--- src/rtl/audio_serial_tx.sv ---
// Parametrised serial audio transmitter: I2S when CH_NUM=2, TDM with one-bclk frame sync otherwise.
// Optional build macro AUDIO_SERIAL_TX_UNDERRUN_HOLD_EN repeats the last good frame on underrun.
module audio_serial_tx #(
    parameter int SAMPLE_W  = 16,
    parameter int SLOT_W    = 16,
    parameter int CH_NUM    = 2,
    parameter int BCLK_HALF = 2,
    parameter int MCLK_HALF = 1
) (
    input  logic                       clk,
    input  logic                       reset_n,
    input  logic                       enable,
    input  logic                       in_valid,
    output logic                       in_ready,
    input  logic [CH_NUM*SAMPLE_W-1:0] in_data,
    output logic                       frame_start,
    output logic                       underrun,
    output logic                       mclk,
    output logic                       bclk,
    output logic                       lrclk,
    output logic                       sdata
);
    localparam int FRAME_BITS = CH_NUM * SLOT_W;
    localparam int FRAME_W    = CH_NUM * SAMPLE_W;
    localparam int CNT_W      = $clog2(2 * BCLK_HALF);
    localparam int MC_W       = (MCLK_HALF > 1) ? $clog2(MCLK_HALF) : 1;
    localparam int B_W        = $clog2(FRAME_BITS);
    localparam bit TDM_MODE   = (CH_NUM > 2);

    localparam logic [CNT_W-1:0] CNT_MAX  = CNT_W'(2 * BCLK_HALF - 1);
    localparam logic [CNT_W-1:0] CNT_RISE = CNT_W'(BCLK_HALF - 1);
    localparam logic [MC_W-1:0]  MC_MAX   = MC_W'(MCLK_HALF - 1);
    localparam logic [B_W-1:0]   B_MAX    = B_W'(FRAME_BITS - 1);
    localparam logic [B_W-1:0]   B_SLOT   = B_W'(SLOT_W);

    logic [MC_W-1:0]       r_mclk_cnt;
    logic                  r_mclk;
    logic [CNT_W-1:0]      r_cnt;
    logic [B_W-1:0]        r_b;
    logic                  r_bclk;
    logic                  r_lrclk;
    logic                  r_sdata;
    logic                  r_delay;
    logic [FRAME_BITS-1:0] r_shift;
    logic                  r_hold_valid;
    logic [FRAME_W-1:0]    r_hold_data;
    logic                  r_in_ready;
    logic                  r_frame_start;
    logic                  r_underrun;

    logic                  w_fall;
    logic                  w_rise;
    logic                  w_load;
    logic                  w_accept;
    logic                  w_hold_valid_next;
    logic [B_W-1:0]        w_b_next;
    logic [FRAME_W-1:0]    w_underrun_data;
    logic [FRAME_W-1:0]    w_load_data;
    logic [FRAME_BITS-1:0] w_load_stream;

    assign w_fall      = enable && (r_cnt == CNT_MAX);
    assign w_rise      = enable && (r_cnt == CNT_RISE);
    assign w_b_next    = (r_b == B_MAX) ? '0 : r_b + B_W'(1);
    assign w_load      = w_fall && (r_b == B_MAX);
    assign w_accept    = in_valid && r_in_ready;
    assign w_load_data = r_hold_valid ? r_hold_data : w_underrun_data;

    // Stream bit k = s*SLOT_W + p sits at shifter bit FRAME_BITS-1-k; padding bits stay zero.
    always_comb begin
        // NOTE: every always_comb output gets a default first so no latch is inferred.
        w_load_stream = '0;
        for (int s = 0; s < CH_NUM; s++) begin
            for (int p = 0; p < SAMPLE_W; p++) begin
                w_load_stream[FRAME_BITS-1-s*SLOT_W-p] = w_load_data[s*SAMPLE_W+SAMPLE_W-1-p];
            end
        end
    end

    always_comb begin
        w_hold_valid_next = r_hold_valid;
        if (w_load && r_hold_valid) begin
            w_hold_valid_next = 1'b0;
        end else if (w_accept) begin
            w_hold_valid_next = 1'b1;
        end
    end

`ifdef AUDIO_SERIAL_TX_UNDERRUN_HOLD_EN
    logic [FRAME_W-1:0] r_last_data;

    always_ff @(posedge clk or negedge reset_n) begin
        if (!reset_n) begin
            r_last_data <= '0;
        end else if (w_load && r_hold_valid) begin
            r_last_data <= r_hold_data;
        end
    end

    assign w_underrun_data = r_last_data;
`else
    assign w_underrun_data = '0;
`endif

    always_ff @(posedge clk or negedge reset_n) begin
        if (!reset_n) begin
            r_mclk_cnt <= '0;
            r_mclk     <= 1'b0;
        end else if (r_mclk_cnt == MC_MAX) begin
            r_mclk_cnt <= '0;
            r_mclk     <= ~r_mclk;
        end else begin
            r_mclk_cnt <= r_mclk_cnt + MC_W'(1);
        end
    end

    // Idle parks the phase so the first enabled clk is a falling event with b -> 0.
    always_ff @(posedge clk or negedge reset_n) begin
        // NOTE: sequential state uses non-blocking assignments so every register samples pre-edge values.
        if (!reset_n) begin
            r_cnt   <= CNT_MAX;
            r_b     <= B_MAX;
            r_bclk  <= 1'b0;
            r_lrclk <= 1'b0;
            r_sdata <= 1'b0;
            r_delay <= 1'b0;
            r_shift <= '0;
        end else if (!enable) begin
            r_cnt   <= CNT_MAX;
            r_b     <= B_MAX;
            r_bclk  <= 1'b0;
            r_lrclk <= 1'b0;
            r_sdata <= 1'b0;
            r_delay <= 1'b0;
            r_shift <= '0;
        end else begin
            r_cnt <= (r_cnt == CNT_MAX) ? '0 : r_cnt + CNT_W'(1);
            if (w_rise) begin
                r_bclk <= 1'b1;
            end
            if (w_fall) begin
                r_bclk  <= 1'b0;
                r_b     <= w_b_next;
                r_sdata <= r_delay;
                r_lrclk <= TDM_MODE ? (w_b_next == '0) : (w_b_next >= B_SLOT);
                if (w_load) begin
                    r_delay <= w_load_stream[FRAME_BITS-1];
                    r_shift <= {w_load_stream[FRAME_BITS-2:0], 1'b0};
                end else begin
                    r_delay <= r_shift[FRAME_BITS-1];
                    r_shift <= {r_shift[FRAME_BITS-2:0], 1'b0};
                end
            end
        end
    end

    // NOTE: the holding register is a single frame, so it is reset along with the rest of the state.
    always_ff @(posedge clk or negedge reset_n) begin
        if (!reset_n) begin
            r_hold_valid  <= 1'b0;
            r_hold_data   <= '0;
            r_in_ready    <= 1'b0;
            r_frame_start <= 1'b0;
            r_underrun    <= 1'b0;
        end else begin
            r_hold_valid  <= w_hold_valid_next;
            r_in_ready    <= ~w_hold_valid_next;
            r_frame_start <= w_load;
            r_underrun    <= w_load && !r_hold_valid;
            if (w_accept) begin
                r_hold_data <= in_data;
            end
        end
    end

    assign in_ready    = r_in_ready;
    assign frame_start = r_frame_start;
    assign underrun    = r_underrun;
    assign mclk        = r_mclk;
    assign bclk        = r_bclk;
    assign lrclk       = r_lrclk;
    assign sdata       = r_sdata;

endmodule
--- config.mk ---
export PLATFORM = sky130hd
export DESIGN_NAME = audio_serial_tx
export DESIGN_NICKNAME = d
export VERILOG_FILES = /design/src/rtl/audio_serial_tx.sv
export SDC_FILE = /design/constraint.sdc
export NUM_CORES = 1
export LEC_CHECK = 0
export CAP_MARGIN = 15
export CORE_ASPECT_RATIO = 1.2
export CORE_MARGIN = 1
export CORE_UTILIZATION = 40
export CTS_BUF_LIST = sky130_fd_sc_hd__clkbuf_8
export DETAILED_ROUTE_END_ITERATION = 12
export GPL_ROUTABILITY_DRIVEN = 1
export PLACE_DENSITY = 0.65
export SYNTH_ARGS = -nofsm -noshare
export SYNTH_HDL_FRONTEND = slang
export SYNTH_SLANG_ARGS = --single-unit
--- constraint.sdc ---
create_clock -name clk -period 5.2 [get_ports clk]
set_input_delay 0.52 -clock clk [delete_from_list [all_inputs] [get_ports clk]]
set_output_delay 0.52 -clock clk [all_outputs]
set_load 0.03 [all_outputs]
==> flow_summary.json <==
{
  "core-area_sq_um": 7790,
  "r2r_slack_ns": 3.20,
  "io_pins": 43,
  "drt_first_pass_iters": 9,
  "r2r-start": "r_b[0]",
  "synth-compound-area-share": 0.110,
  "post_cts_buffers": 0,
  "synth_edf_count": 0,
  "antenna_left": 0,
  "htreeDepth": 3,
  "ys_ff_latch": 79,
  "synth_top_family_by_area": "multiplexers",
  "final.setup.tns_ns": 0,
  "hold_class": "primary input to asynchronous set/reset pin",
  "num_vias": 2022,
  "syn_area_per_cell_sq_um": 12.4,
  "r2r_end": "r_shift[12]",
  "seqPwrFrac": 0.542,
  "run_status": "complete, but fails checks",
  "yosysWarnings": 0,
  "start_util": 0.418,
  "diodes": 0,
  "syn_area_sq_um": 3260,
  "skew_ns": 0.00960,
  "slew_violations": 0,
  "critPathRequiredTime_ns": 5.48,
  "yosysTopAreaCellShare": 0.552,
  "violations": "DRC",
  "cts_root_buf": "clkbuf_8",
  "fp.dieW_um": 84.4,
  "cp_slowest_stage_delay_ns": 0.57,
  "design_area_sq_um": 3880,
  "cp_data_arrival_time_ns": 2.29,
  "routed_wl_mm": 5.67,
  "crit_end": "r_shift[12]",
  "setup_viol": 0,
  "finish.utilization": 0.498,
  "core.rowCount": 35,
  "grt_pass1_wl_mm": 9.89,
  "slew_headroom": 0.352,
  "die_area_sq_um": 8520,
  "worstSetupPathType": "flip-flop to flip-flop",
  "hpwlAfterDp_mm": 3.59,
  "synth_fa_ha_area_frac": 0.0153,
  "dr.first_iter.drc_count": 98,
  "grt_start_max_net_pins": 80,
  "yosys-top-cells-area": "dfrtp_1, mux2_2, nand2_1",
  "routed_via_density": 5.06,
  "synth.distinct_cells": 26,
  "cts_sinks": 79,
  "dieHeight_um": 101,
  "wire_per_inst_um": 14.2,
  "cp-start-kind": "flip-flop",
  "yosys.area_share.xor_xnor": 0,
  "gp_congestion": 0.720,
  "cap_violations": 0,
  "total_power_w": 0.00169,
  "cts-buffers-inserted": 9,
  "tightestPinTransition_ns": 0.972,
  "layout_commonest_cell": "dfrtp_1",
  "cts_tree": "yes",
  "pwr-share-clk": 0.237,
  "synth_top_area_cell": "dfrtp_1",
  "final_cells": 400,
  "io_buffers": 42,
  "first_global_vias": 2105,
  "end_kind": "flip-flop",
  "clockBufferDepth": 2,
  "synthSimpleGateAreaFrac": 0.105,
  "synthArstFlopShare": 1.00,
  "path_max_fanout": 33,
  "gr-total-overflow": 0,
  "synth_mux_area_frac": 0.120,
  "synth_seq_area_share": 0.609,
  "cp_cell_sequence": "ha_1, and3_1, ha_1, and4_4, a22oi_1, nand2_1",
  "fillers": 727,
  "crit_top_cell": "ha_1",
  "startpoint": "r_b[0]",
  "p_comb_frac": 0.221,
  "p_leak_nw": 1.81,
  "synth_nets": 304,
  "rsz0062_at_grt": "false",
  "switching_share": 0.286,
  "place_inst": 383,
  "clkLatencyLatePin_ns": 0.35,
  "path_clk_slew_ns": 0.07,
  "layout-drive-gt1-share": 0.224,
  "internal-power_w": 0.00121,
  "rr_worst_depth": 6,
  "drc_errors": 4,
  "finalCriticalPeriod_ns": 2.00,
  "synth_cells": 264,
  "powerDensity_nw_per_um2": 436,
  "grt_usage": 0.154,
  "ys.flop_type": "dfrtp_1",
  "placed_area_sq_um": 3690,
  "fmax_ghz": 0.499,
  "final_cell_mix": "dfrtp_1, nand2_1, clkdlybuf4s50_1",
  "ir_drop_v": 0.000159,
  "switchingPower_w": 0.000484,
  "hold_viol_final": 0,
  "area_growth_pct": 19.1,
  "post_cts_resized": 0,
  "cts_hold_buffers": 0,
  "finalCritPeriodShare": 0.385,
  "nets": 343,
  "grt_antenna_before_repair": 0,
  "slowest_stage": "dfstp_2"
}
-- kinds of logic after synthesis --
| kind of cell | after synthesis |
|---|---|
| AOI/OAI and AO/OA | 42 |
| adders and majority gates | 4 |
| buffers and inverters | 21 |
| DFF | 79 |
| muxes | 35 |
| and+or+nand+nor | 83 |
-- cell type report --
type	count	area, sq um	share of cell area
multi-input cells	164	1140	0.294
inverters	4	15.0	0.00387
repair buffers	45	448	0.115
well taps	92	115	0.0296
clock buffers	11	151	0.0390
flip-flops and latches	79	1990	0.511
clock inverters	5	25.0	0.00644
-- through the flow --
stage | setup slack, ns | hold WS [ns]
final | 3.20 | 0.332
after global routing | 3.05 | 0.416
after CTS | 2.90 | 0.356
after detailed placement | 2.53 | 0.408
after global placement | 2.59 | 0.410
after floorplan | 3.39 | 0.224
-- Yosys cell counts (all sizes together) (3+ instances only) --
library cell and n:
ha 4, nor2b 3, nand3 3, inv 4
nand2 69, dfrtp 72, a22oi 31, buf 15
mux2 32, mux2i 3, nor2 3, dfstp 7
-- critical path: cells and delay by family (launching register included) --
family / cells / cell delay (ns)
adders and majority gates: 2 / 0.38
and+or+nand+nor: 3 / 0.82
AOI/OAI and AO/OA: 1 / 0.17
DFF: 1 / 0.57
-- registers in the layout, summed over array words and instances, names as in the netlist, 2 cells and up --
name,count
r_hold_data,32
r_b,5
r_shift,31
r_cnt,2
-- worst min-delay path by stage --
stage                      end  slack [ns]
6_report       r_hold_data[23]        0.33
5_1_grt        r_hold_data[27]        0.42
4_1_cts        r_hold_data[23]        0.36
3_5_place_dp              mclk        0.41
3_3_place_gp              mclk        0.41
2_1_floorplan             bclk        0.22
-- per-layer routing --
| layer | wire length, um | global-route usage |
|---|---|---|
| met3 | 210 | 0.0352 |
| met5 | 0 | 0 |
| met4 | 133 | 0.0900 |
| met2 | 2740 | 0.251 |
| met1 | 2590 | 0.189 |
-- power groups by stage --
stage / logic, W / clock network [W] / registers [W]
CTS: 0.000381 / 0.000416 / 0.000920
detailed placement: 0.000379 / 0 / 0.000930
global route: 0.000416 / 0.000439 / 0.000945
global placement: 0.000367 / 0 / 0.000926
finish: 0.000375 / 0.000401 / 0.000918
floorplan: 0.000280 / 0 / 0.000906
No activity file was read; power rests on OpenSTA's default activity.
